$ cat src/rtl/rc_adaptive_unit.sv
// Mesh NoC route computation with minimal-adaptive X/Y choice and wormhole lock; 1-cycle accept-to-valid latency.
// Two-entry output/skid buffer; ready_out drops only when the skid entry fills. RC_PKT_CNT_EN adds per-direction head counters.
module rc_adaptive_unit #(
    parameter int DATASIZE = 40,
    parameter int COORD_W  = 2,
    parameter int DST_LSB  = 32,
    parameter int MESH_X   = 3,
    parameter int MESH_Y   = 3,
    parameter int MY_X     = 2,
    parameter int MY_Y     = 0,
    parameter int WIDTH    = 3
) (
    input  logic                rc_clk,
    input  logic                rst_n,
    input  logic [DATASIZE-1:0] data_in,
    input  logic                valid_in,
    output logic                ready_out,
    output logic [DATASIZE-1:0] data_out,
    output logic                valid_out,
    output logic [3:0]          direction_out,
    input  logic                rc_ready,
    input  logic [WIDTH:0]      N_pressure_in,
    input  logic [WIDTH:0]      E_pressure_in,
    input  logic [WIDTH:0]      S_pressure_in,
    input  logic [WIDTH:0]      W_pressure_in
`ifdef RC_PKT_CNT_EN
    ,
    output logic [79:0]         pkt_cnt
`endif
);

    localparam logic [3:0] DIR_W = 4'b1000, DIR_N = 4'b0100, DIR_E = 4'b0010, DIR_S = 4'b0001;
    localparam logic [3:0] DIR_LOCAL = 4'b0000, DIR_NONE = 4'b1111;
    localparam logic [1:0] TY_BODY = 2'b00, TY_HEAD = 2'b01, TY_TAIL = 2'b10, TY_SINGLE = 2'b11;
    localparam logic [COORD_W:0]   LIM_X = (COORD_W+1)'(MESH_X);
    localparam logic [COORD_W:0]   LIM_Y = (COORD_W+1)'(MESH_Y);
    localparam logic [COORD_W-1:0] POS_X = COORD_W'(MY_X);
    localparam logic [COORD_W-1:0] POS_Y = COORD_W'(MY_Y);

    typedef enum logic {UNLOCKED, LOCKED} lock_t;

    lock_t              lock_q, lock_d;
    logic [3:0]         lock_dir_q, lock_dir_d;
    logic [3:0]         route, in_dir, x_dir, y_dir;
    logic [WIDTH:0]     x_p, y_p;
    logic [COORD_W-1:0] dst_col, dst_row;
    logic [1:0]         in_type;
    logic               accept, drain, out_free;

    logic [DATASIZE-1:0] skid_dat;
    logic [3:0]          skid_dir, out_dir;
    logic                skid_vld;

    assign dst_col  = data_in[DST_LSB +: COORD_W];
    assign dst_row  = data_in[DST_LSB+COORD_W +: COORD_W];
    assign in_type  = data_in[1:0];
    assign accept   = valid_in && ready_out;
    assign drain    = valid_out && rc_ready;
    assign out_free = !valid_out || drain;

    always_comb begin
        x_dir = (dst_col > POS_X) ? DIR_E : DIR_W;
        x_p   = (dst_col > POS_X) ? E_pressure_in : W_pressure_in;
        y_dir = (dst_row > POS_Y) ? DIR_S : DIR_N;
        y_p   = (dst_row > POS_Y) ? S_pressure_in : N_pressure_in;
        route = DIR_NONE;
        if ({1'b0, dst_col} >= LIM_X || {1'b0, dst_row} >= LIM_Y)
            route = DIR_NONE;
        else if (dst_col == POS_X && dst_row == POS_Y)
            route = DIR_LOCAL;
        else if (dst_row == POS_Y)
            route = x_dir;
        else if (dst_col == POS_X)
            route = y_dir;
        else
            route = (x_p <= y_p) ? x_dir : y_dir;
    end

    // Lock FSM only advances on an actual accept; in_dir is what gets stored with the flit.
    always_comb begin
        lock_d     = lock_q;
        lock_dir_d = lock_dir_q;
        in_dir     = DIR_NONE;
        case (in_type)
            TY_SINGLE: in_dir = route;
            TY_HEAD: begin
                in_dir = route;
                if (accept) begin
                    lock_d     = LOCKED;
                    lock_dir_d = route;
                end
            end
            TY_BODY: in_dir = (lock_q == LOCKED) ? lock_dir_q : DIR_NONE;
            TY_TAIL: begin
                in_dir = (lock_q == LOCKED) ? lock_dir_q : DIR_NONE;
                if (accept && lock_q == LOCKED)
                    lock_d = UNLOCKED;
            end
            default: in_dir = DIR_NONE;
        endcase
    end

    always_ff @(posedge rc_clk or negedge rst_n) begin
        if (!rst_n) begin
            lock_q     <= UNLOCKED;
            lock_dir_q <= DIR_NONE;
        end else begin
            lock_q     <= lock_d;
            lock_dir_q <= lock_dir_d;
        end
    end

    always_ff @(posedge rc_clk or negedge rst_n) begin
        if (!rst_n) begin
            data_out  <= '0;
            out_dir   <= DIR_NONE;
            valid_out <= 1'b0;
            skid_dat  <= '0;
            skid_dir  <= DIR_NONE;
            skid_vld  <= 1'b0;
            ready_out <= 1'b1;
        end else if (out_free) begin
            if (skid_vld) begin
                data_out  <= skid_dat;
                out_dir   <= skid_dir;
                valid_out <= 1'b1;
                skid_vld  <= 1'b0;
                ready_out <= 1'b1;
            end else if (accept) begin
                data_out  <= data_in;
                out_dir   <= in_dir;
                valid_out <= 1'b1;
            end else begin
                valid_out <= 1'b0;
            end
        end else if (accept) begin
            skid_dat  <= data_in;
            skid_dir  <= in_dir;
            skid_vld  <= 1'b1;
            ready_out <= 1'b0;
        end
    end

    assign direction_out = valid_out ? out_dir : DIR_NONE;

`ifdef RC_PKT_CNT_EN
    logic [15:0] cnt [5];
    logic [2:0]  cnt_idx;
    logic        cnt_hit;

    always_comb begin
        cnt_hit = drain && data_out[0];
        cnt_idx = 3'd0;
        case (out_dir)
            DIR_W:     cnt_idx = 3'd4;
            DIR_N:     cnt_idx = 3'd3;
            DIR_E:     cnt_idx = 3'd2;
            DIR_S:     cnt_idx = 3'd1;
            DIR_LOCAL: cnt_idx = 3'd0;
            default:   cnt_hit = 1'b0;
        endcase
    end

    always_ff @(posedge rc_clk or negedge rst_n) begin
        if (!rst_n) begin
            for (int i = 0; i < 5; i++) cnt[i] <= '0;
        end else if (cnt_hit && cnt[cnt_idx] != 16'hFFFF) begin
            cnt[cnt_idx] <= cnt[cnt_idx] + 16'd1;
        end
    end

    assign pkt_cnt = {cnt[4], cnt[3], cnt[2], cnt[1], cnt[0]};
`endif

endmodule

$ cat config.mk
export PLATFORM = sky130hd
export DESIGN_NAME = rc_adaptive_unit
export DESIGN_NICKNAME = d
export VERILOG_FILES = /design/src/rtl/rc_adaptive_unit.sv
export SDC_FILE = /design/constraint.sdc
export NUM_CORES = 1
export LEC_CHECK = 0
export ABC_AREA = 1
export BUFFER_PORTS_ARGS = -buffer_cell sky130_fd_sc_hd__buf_2
export CORE_UTILIZATION = 40
export DETAILED_ROUTE_END_ITERATION = 8
export REMOVE_ABC_BUFFERS = 1
export SLEW_MARGIN = 20
export SYNTH_ARGS = -nofsm -noshare
export SYNTH_HDL_FRONTEND = slang
export SYNTH_SLANG_ARGS = --single-unit
$ cat constraint.sdc
create_clock -name rc_clk -period 2.25 [get_ports rc_clk]
set_input_delay 0.225 -clock rc_clk [delete_from_list [all_inputs] [get_ports rc_clk]]
set_output_delay 0.225 -clock rc_clk [all_outputs]
set_load 0.1 [all_outputs]
* Word level (Yosys, flattened, before mapping)
Cells that the tools add are included.
** Word-level totals
- Flip-flop bits (word level) :: 96
- Input bits :: 60
- Output and inout port bits :: 46
- Word-level logic and storage cells :: 66
** Cells by class
- $lt $le $gt $ge :: 5
- Equality and inequality tests :: 7
- Mux-type cells :: 25
- Bitwise operators :: 1
- Reductions and logical operators :: 19
** Operators with widths (count)
- $mux 40 :: 2
- $mux 4 :: 12
- $mux 1 :: 8
- $pmux 4 s2 :: 1
- $reduce_and 2->1 :: 4
- $eq 2x2->1 const B :: 3
- $reduce_bool 2->1 :: 3
- $ge 2x2->1 const B :: 2
- $le 4x4->1 :: 1
- $logic_and 1x1->1 :: 4
- $logic_not 2->1 :: 2
- $ne 2x2->1 const B :: 2
- $reduce_or 2->1 :: 2
- $mux 3 :: 1
- $reduce_and 3->1 :: 1
- $eq 2x1->1 const B :: 1
- $gt 2x1->1 const B :: 1
- $gt 2x2->1 const B :: 1
- $logic_or 1x1->1 :: 2
- $ne 2x1->1 const B :: 1
- $pmux 1 s2 :: 1
- $logic_not 1->1 :: 1
- $not 1->1 :: 1

* Logic depth before layout (Yosys ltp)
- Depth in word-level cells :: 11
- Mapped depth :: 15
- Mapped depth without buffers :: 15

* Worst setup path after synthesis
OpenSTA, ideal clock, no wires.
- Path type :: reg-to-reg
- From :: register valid_out
- To :: register skid_dat[0]
- Library setup time :: 0.123 ns
- Data arrival time :: 1.654 ns
- Required time :: 2.127 ns
- Slack :: 0.473 ns
- Stages on the path, launching flop included :: 9
- Path buffers :: 1
- Clock period less this slack :: 1.777 ns
- Cell sequence :: dfrtp_1 inv_2 nor2_2 inv_2 nor2_4 inv_2 buf_2 nand2_1 o21ai_1
** Between the ends
- Word-level cells in the longest chain between the ends :: 4
** Ends and longest elaborated chain
- start, declared :: RTL line 19 : output logic valid_out,
- start signal, assigned :: RTL line 117 : valid_out <= 1'b0;
- start signal, assigned :: RTL line 126 : valid_out <= 1'b1;
- start signal, assigned :: RTL line 132 : valid_out <= 1'b1;
- $logic_not 1->1 or $logic_and 1x1->1 (tied branches) :: RTL line 59, 58
- $logic_or 1x1->1 * :: RTL line 59 : assign out_free = !valid_out || drain;
- $not 1->1 (no line) *
- $reduce_and 2->1 (no line) *
- end signal, assigned :: RTL line 137 : skid_dat <= data_in;
- end, declared :: RTL line 50 : logic [DATASIZE-1:0] skid_dat;
Every way passes the cells marked *; elsewhere a longest branch is shown, timed or not.
A chain may end at the register's enable or synchronous reset.

* Worst setup path after layout
- From :: register ready_out
- To :: register data_out[25]
** Between the ends
- Word-level cells in the longest chain between the ends :: 3
** Ends and longest elaborated chain
- start, declared :: RTL line 17 : output logic ready_out,
- start signal, assigned :: RTL line 121 : ready_out <= 1'b1;
- start signal, assigned :: RTL line 128 : ready_out <= 1'b1;
- start signal, assigned :: RTL line 140 : ready_out <= 1'b0;
- $logic_and 1x1->1 :: RTL line 57 : assign accept = valid_in && ready_out;
- $reduce_bool 2->1 (no line)
- $reduce_and 2->1 (no line)
- end signal, assigned :: RTL line 124 : data_out <= skid_dat;
- end signal, assigned :: RTL line 130 : data_out <= data_in;
- end, declared :: RTL line 18 : output logic [DATASIZE-1:0] data_out,
No other way between the ends.

==> impl_results.md <==
- Post-Route Skew: 0.00648 ns
- CTS root buf: clkbuf_16
- Largest net degree at the start of global routing: between 80 and 90
- Beginning of the worst register-to-register path: ready_out
- Starting Density: 0.418
- Post-CTS sizing: 0
- First-pass GRT wire length: 16600 microns
- Fin. Hold Viols: 0
- Synth top area share: 0.450
- Detailed-route wire length per cell: ~13 microns
- H-tree Lvls: 3
- Multiplexer share of the synthesized area: 0.0185
- Relative slew slack: 0.629
- Final setup viols: 0
- RSZ-0062 raised after global routing: false
- Max Fclk: between 600 and 700 MHz
- Post-synthesis simple-gate area fraction: 0.262
- Largest family of logic cells by synthesized area: simple AND/OR/NAND/NOR gates
- Post-Route WL: ~10000 microns
- Clock tree buffer depth: 2
- Yosys cell types: 33
- R2R cell count: 6
- Post-CTS setup buffer count: 0
- Slowest stage delay, CP: about 0.56 ns
- Vias/cell: about 4.7
- DPL Wire Length: 6700 microns
- Hold Path End: skid_dat[28]
- Vias: 3553
- Placed cells: about 730
- Slowest CP cell: dfstp_2
- Worst Setup SP: ready_out
- Setup crit start kind: flip-flop
- DRC Markers: 0
- Layout cells sized above 1: 0.336
- Synth area leader: dfrtp_1
- TritonCTS clock tree: yes
- Crit path kind: reg -> reg
- CP Capture Type: flip-flop
- CORE AREA: 11000 sq um
- Area growth syn-to-layout: 19.7%
- DIE AREA: about 12000 sq um
- CTS Sinks: 96
- Synthesized area: ~4600 sq um
- Vias in the first global route: roughly 3400
- Setup TNS: 0 ns
- Adder-Cell Fraction of Synth Area: 0.0109
- Reg-to-reg endpoint: data_out[25]
- GRT overflow: 0
- Post-synth EDFFs: 0
- Ant. Diodes: 0
- Worst reg2reg setup slack: between 0.6 and 0.7 ns
- Max Cap Viol: 0
- Hold Crit Depth: 3
- Die height: about 110 microns
- Final std cells w/o fill: ~750
- CP most frequent cell: nand2_4
- Place WS: roughly 0.31 ns
- Placer Congestion: between 0.7 and 0.8
- Worst-Margin Slew: 0.556 ns
- Xor/xnor share of the synthesized area: 0
- Synth warn: 0
- Hold crit path type: in -> reg
- Final antenna-violating net count: 0
- Synth Flop Type: dfrtp_1
- Initial antenna violation count: 0
- Final period utilization: 0.727
- Layout Utilization: 0.500
- Worst Path Arrival: between 1.5 and 2 ns
- Async SR Flop Fraction: 1.00
- FP Rows: 38
- PnR worst setup slack: 0.615 ns
- Largest cells by area after synthesis: dfrtp_1 (45%), nand2_1 (18%), a31oi_2 (7.6%), dfstp_2 (7.4%), nor2_1 (3.5%)
- Net count, final: between 600 and 700
- Inserted Clock Buffers: 9
- Status: finished clean
- Critical-path cell list: nand2_4, nand2_4, nand2_8, inv_8, nor2_1, a31oi_2
- Compound-Gate Fraction of Synth Area: 0.120
- Register bit total from synthesis: 96
- 1st-pass router iterations: 4
- Syn avg cell area: 9.08 sq um
- Fin. max-slew vios: 0
- 1st-iter DRT viols: just over 200
- Die width: between 100 and 150 microns
- CP Data Required Time: between 2 and 3 ns
- Worst-skew pair later-pin latency: 0.33 ns
- Cells after Synth: 508
- Clock transition at path regs: 0.07 ns
- Min Tclk post-route: ~1.6 ns
- Worst Min Path Start: data_in[28]
- Tot GR Track Use: 0.182
- Crit path max fanout: between 80 and 90
- Ports: 106
- Sequential area share after synthesis: 0.525
- Fill cells: 1099
- Buffers on Ports: roughly 110
[logic make-up (layout without fill, tap and decap cells)]
logic type / after synthesis / in the layout
simple gates: 293 / 293
flops: 96 / 96
compound gates: 62 / 62
buf+inv: 45 / 148
mux: 8 / 8
fa+ha+maj: 4 / 4
[cell type report]
class,instances,area [sq um],share of cell area
Clock buffer,13,250,0.0454
Clock inverter,3,90.1,0.0163
Inverter,18,77.6,0.0141
Multi-Input combinational cell,367,1890,0.343
Sequential cell,96,2420,0.439
Tap cell,140,175,0.0317
Timing Repair Buffer,114,611,0.111
[routing by layer]
layer	track usage	wire length [microns]
met5	0	0
met4	0.0629	87
met3	0.0320	516
met2	0.295	4640
met1	0.245	4800
[cell usage in the layout, fill, tap and decap left out, drive strengths merged]
cell         instances
inv                 18
dfstp               13
nor2                57
dlygate4sd3          1
buf                113
clkbuf              13
nor3                 3
or2                  5
nand3                1
a21oi                9
dfrtp               83
mux2                 4
ha                   4
nand2              227
bufinv               3
mux2i                4
a31oi               41
o21ai               12
[state kept, by name, summed over array words and instances, names as in the netlist]
| name | count |
|---|---|
| lock_dir_q | 4 |
| skid_vld | 1 |
| out_dir | 4 |
| data_out | 40 |
| skid_dat | 40 |
| lock_q | 1 |
| skid_dir | 4 |
| ready_out | 1 |
| valid_out | 1 |
[critical path, delay by kind of cell, from the launching register on]
family,cells,cell delay [ns]
compound gates,1,0.16
buf+inv,1,0.39
flops,1,0.56
simple gates,4,0.37
[synth_stat cells (2+ instances only)]
master,n
a21oi_1,9
a31oi_1,13
a31oi_2,28
buf_2,10
buf_4,2
buf_6,8
buf_8,2
clkbuf_1,4
dfrtp_1,83
dfstp_2,13
ha_1,4
inv_1,11
inv_2,5
mux2_2,4
mux2i_1,4
nand2_1,223
nand2_4,2
nor2_1,43
nor2_2,12
nor2_4,2
nor3_1,2
o21ai_0,3
o21ai_1,7
or2_2,5
[how the worst max path moves through the flow]
| stage | slack [ns] | end |
|---|---|---|
| finish | 0.61 | data_out[25] |
| floorplan | -0.17 | skid_dat[0] |
| CTS | 0.58 | data_out[25] |
| global route | 0.46 | data_out[25] |
| detailed placement | 0.31 | out_dir[0] |
| global placement | 0.36 | out_dir[0] |
[per-stage QoR]
stage                     instance area [sq um]  hold WS (ns)
after floorplan                            4390       -0.0706
after detailed placement                   5170         0.201
after global routing                       5520         0.102
final                                      5520         0.114
after global placement                     5170         0.202
after CTS                                  5520        0.0994
[what timing repair did]
| action | in CTS | in global routing |
|---|---|---|
| hold endpoints to repair | 26 | 0 |
| hold buffers | 1 | 0 |
| setup endpoints to repair | 0 | 0 |
Power is not shown: default switching activity piles up to over one toggle a cycle in this logic, so the estimate is an artifact.
